### src/rtl/rr_stream_arbiter.sv
// Round-robin merge of NUM_REQ valid/ready streams into one, tagging each beat with its source index.
// Latency 1 cycle through a single output register; a new beat loads in the cycle the old one drains.
// Backpressure: no req_ready while the output is full and down_ready is low. Define ARB_LOCK_EN for burst locking.
module rr_stream_arbiter #(
  parameter int NUM_REQ = 4,
  parameter int DATA_W  = 8,
  localparam int SRC_W  = $clog2(NUM_REQ)
) (
  input  logic                      clk,
  input  logic                      rst,
  input  logic [NUM_REQ*DATA_W-1:0] req_data,
  input  logic [NUM_REQ-1:0]        req_valid,
  output logic [NUM_REQ-1:0]        req_ready,
`ifdef ARB_LOCK_EN
  input  logic [NUM_REQ-1:0]        req_last,
`endif
  output logic [DATA_W-1:0]         down_data,
  output logic                      down_valid,
  input  logic                      down_ready,
  output logic [SRC_W-1:0]          down_src
);

  logic [SRC_W-1:0]  rr_ptr;
  logic [SRC_W-1:0]  gnt;
  logic [SRC_W-1:0]  gnt_nxt;
  logic              gnt_vld;
  logic              out_free;
  logic              up_xfer;
  logic [DATA_W-1:0] sel_data;
`ifdef ARB_LOCK_EN
  logic              locked;
  logic [SRC_W-1:0]  lock_src;
`endif

  // Modulo-NUM_REQ add; correct for non-power-of-two NUM_REQ since base < NUM_REQ.
  function automatic logic [SRC_W-1:0] wrap_add(input logic [SRC_W-1:0] base, input logic [31:0] ofs);
    logic [31:0] sum;
    sum = 32'(base) + ofs;
    if (sum >= 32'(NUM_REQ)) sum = sum - 32'(NUM_REQ);
    return sum[SRC_W-1:0];
  endfunction

  // Walk from the farthest offset down so the nearest valid requester to rr_ptr wins.
  always_comb begin
    gnt_vld = 1'b0;
    gnt     = '0;
    for (int k = NUM_REQ - 1; k >= 0; k--) begin
      if (req_valid[wrap_add(rr_ptr, 32'(k))]) begin
        gnt_vld = 1'b1;
        gnt     = wrap_add(rr_ptr, 32'(k));
      end
    end
`ifdef ARB_LOCK_EN
    if (locked) begin
      gnt_vld = req_valid[lock_src];
      gnt     = lock_src;
    end
`endif
  end

  assign gnt_nxt  = wrap_add(gnt, 32'd1);
  assign out_free = !down_valid || down_ready;
  assign up_xfer  = gnt_vld && out_free && !rst;
  assign sel_data = req_data[int'(gnt)*DATA_W +: DATA_W];

  always_comb begin
    req_ready = '0;
    if (up_xfer) req_ready[gnt] = 1'b1;
  end

  always_ff @(posedge clk) begin
    if (rst) begin
      down_valid <= 1'b0;
      down_data  <= '0;
      down_src   <= '0;
      rr_ptr     <= '0;
`ifdef ARB_LOCK_EN
      locked     <= 1'b0;
      lock_src   <= '0;
`endif
    end else if (up_xfer) begin
      down_valid <= 1'b1;
      down_data  <= sel_data;
      down_src   <= gnt;
`ifdef ARB_LOCK_EN
      // Pointer stays put for the whole burst and moves past the owner only on its last beat.
      if (req_last[gnt]) begin
        locked <= 1'b0;
        rr_ptr <= gnt_nxt;
      end else begin
        locked   <= 1'b1;
        lock_src <= gnt;
      end
`else
      rr_ptr     <= gnt_nxt;
`endif
    end else if (down_ready) begin
      down_valid <= 1'b0;
    end
  end

endmodule

### config.mk
export PLATFORM = sky130hd
export DESIGN_NAME = rr_stream_arbiter
export DESIGN_NICKNAME = d
export VERILOG_FILES = /design/src/rtl/rr_stream_arbiter.sv
export SDC_FILE = /design/constraint.sdc
export NUM_CORES = 1
export LEC_CHECK = 0
export ABC_AREA = 1
export CORE_AREA = 2 2 52 54
export CTS_BUF_LIST = sky130_fd_sc_hd__clkbuf_2 sky130_fd_sc_hd__clkbuf_4 sky130_fd_sc_hd__clkbuf_8
export CTS_CLUSTER_SIZE = 14
export DETAILED_ROUTE_END_ITERATION = 7
export DIE_AREA = 0 0 54 56
export PLACE_DENSITY = 0.95
export SYNTH_ARGS = -nofsm -noshare
export SYNTH_HDL_FRONTEND = slang
export SYNTH_SLANG_ARGS = --single-unit
### constraint.sdc
create_clock -name clk -period 5 [get_ports clk]
set_input_delay 0.75 -clock clk [delete_from_list [all_inputs] [get_ports clk]]
set_output_delay 0.75 -clock clk [all_outputs]
set_load 0.005 [all_outputs]
==> impl_metrics.tcl <==
set metrics [dict create \
    ys_seq_area_frac 0.252 \
    rsz0062_at_grt "false" \
    drc 0 \
    setup_ws_ps 1190 \
    dieWidth_um 54 \
    fmax_mhz 262 \
    drive_gt1_frac 0.102 \
    vias 1240 \
    synthArstFlopShare 0 \
    place_inst 242 \
    hold_slack_ps 474 \
    grt_max_degree 20 \
    report.final.hold_viol_count 0 \
    status "complete, no violations" \
    final_area_um2 1570 \
    drt_iter0_markers 16 \
    fin_cells 246 \
    cts-root-buf "clkbuf_4" \
    diodes 0 \
    synth_warnings 0 \
    cts_buffer_depth 2 \
    synth_commonest_cells "nand3_1 (54), nand2_1 (48), dfxtp_1 (13), inv_1 (11), nand2_2 (9)" \
    cts_hold_buffers 0 \
    tritoncts.num_buffers 3 \
    netlist-cell-type-count 21 \
    grt_pass1_vias 1087 \
    required_ps 4250 \
    via_per_inst 5.04 \
    die_h_um 56 \
    end_kind "primary output" \
    grt_overflow 0 \
    syn-num-nets 205 \
    ys.flop_type "dfxtp_1" \
    cts.sinks 13 \
    preCtsSetupSlack_ps 1180 \
    slew_violations 0 \
    ys_ff_latch 13 \
    antenna_found_initial 0 \
    crit_arrival_ps 3060 \
    dp_hpwl_um 2200 \
    synth_top_cell_by_area "nand3_1" \
    postPlaceCellArea_um2 1540 \
    p_per_area_nw_per_um2 597 \
    worst-setup-path-type "primary input to primary output" \
    core_um2 2430 \
    netlist_area_um2 1030 \
    avgSynthCellArea_um2 6.21 \
    h-tree-depth 1 \
    initial_utilization 0.424 \
    ir_drop_mv 0.341 \
    worst-path-max-fanout 13 \
    yosys-top-cells-area "nand3_1 (26%), dfxtp_1 (25%), nand2_1 (17%)" \
    area_growth_pct 51.8 \
    drt_wl_total_um 2840 \
    min_path_type "flop to flop" \
    setup-violations-final 0 \
    worst_pin_slew_ps 578 \
    grt_usage 0.191 \
    post-cts-setup-buffers 0 \
    avgRoutedWirePerCell_um 11.5 \
    netlist_instances 166 \
    die_area_um2 3020 \
    post_cts_resized 0 \
    grt_pass1_wl_um 4460 \
    synth_edf_count 0 \
    nets 256 \
    startpoint_type "primary input" \
    rows 18 \
    relSlewSlack 0.614 \
    leakagePower_uw 0.000705 \
    fin_crit_sh 0.762 \
    io_pins 54 \
    gp_congestion 0.753 \
    fillers 243 \
    cts_tree "built" \
    maxCapViolations 0 \
    io_buffer_count 53 \
    postRouteAntennaNets 0 \
    fin_crit_ps 3810 \
    firstDrtPassIters 4 \
    yosysMostFrequentCell "nand3_1" \
    skew_ps 1.27 \
    clock_latency_ps 270 \
    cts.clk_slew.worst_paths_ps 70 \
    synth_top_area_frac 0.262 \
    totalNegativeSetupSlack_ps 0 \
]
layout make-up:
| cell class | count | area, µm² | share of cell area |
|---|---|---|---|
| inverter | 13 | 48.8 | 0.0312 |
| clock buffer | 4 | 30.0 | 0.0192 |
| tap | 30 | 37.5 | 0.0240 |
| sequential | 13 | 260 | 0.166 |
| timing repair buffer | 53 | 531 | 0.339 |
| multi-input combinational | 133 | 658 | 0.420 |
kinds of logic after synthesis:
kind of cell,after synthesis,synth area share
and+or+nand+nor,124,0.592
AOI/OAI and AO/OA,9,0.0461
DFF,13,0.252
buffers and inverters,20,0.109
path summary, 6_finish.rpt:
check                from      endpoint  slack, ps  depth (start not counted)
min reg2reg  down_data[2]  down_data[2]        470                          2
min          down_data[2]  down_data[2]        470                          2
max reg2reg     rr_ptr[0]     rr_ptr[1]       2630                         10
max          req_valid[3]  req_ready[2]       1190                          9
routing by layer:
layer	GRT usage	vias up	wire length, µm
met5	0	-	0
met4	0.0179	0	0
met3	0.0645	0	213
met2	0.333	50	1390
met1	0.229	541	1240
li1	-	649	-
stage by stage:
stage | total power [µW] | utilization
after floorplan | 704 | -
after global placement | 850 | 0.631
after detailed placement | 868 | 0.631
after CTS | 940 | 0.644
after global routing | 1020 | 0.644
final | 935 | 0.644
cell usage in the layout, fill, tap and decap left out:
| cell | instances |
|---|---|
| dfxtp_1 | 13 |
| o21ai_1 | 4 |
| o31ai_1 | 1 |
| nand3_1 | 54 |
| nand2_8 | 1 |
| nand2_4 | 1 |
| inv_2 | 2 |
| nand2_1 | 48 |
| nand3_2 | 1 |
| o21ai_0 | 3 |
| clkbuf_4 | 4 |
| inv_1 | 11 |
| nor2_2 | 3 |
| nand3_4 | 1 |
| nor2_1 | 5 |
| clkdlybuf4s50_1 | 53 |
| nor3b_1 | 1 |
| nand2_2 | 9 |
| a21oi_1 | 1 |
flip-flops by register name, summed over array words and instances, names as in the netlist:
register / flops
down_src: 2
down_valid: 1
down_data: 8
rr_ptr: 2
power by group:
group	internal (µW)	switching, µW
Combinational	279	397
Clock	36.3	31.8
Sequential	149	41.9
Total	464	470
worst max-delay path: stages:
cell             delay [ps]
clkdlybuf4s50_1         480
inv_1                    60
o21ai_1                 240
nor2_1                  110
nor3b_1                 180
nor2_2                  410
nand2_1                 190
nor2_2                  140
clkdlybuf4s50_1         510
Note: power is estimated with default switching activity, not from simulation.
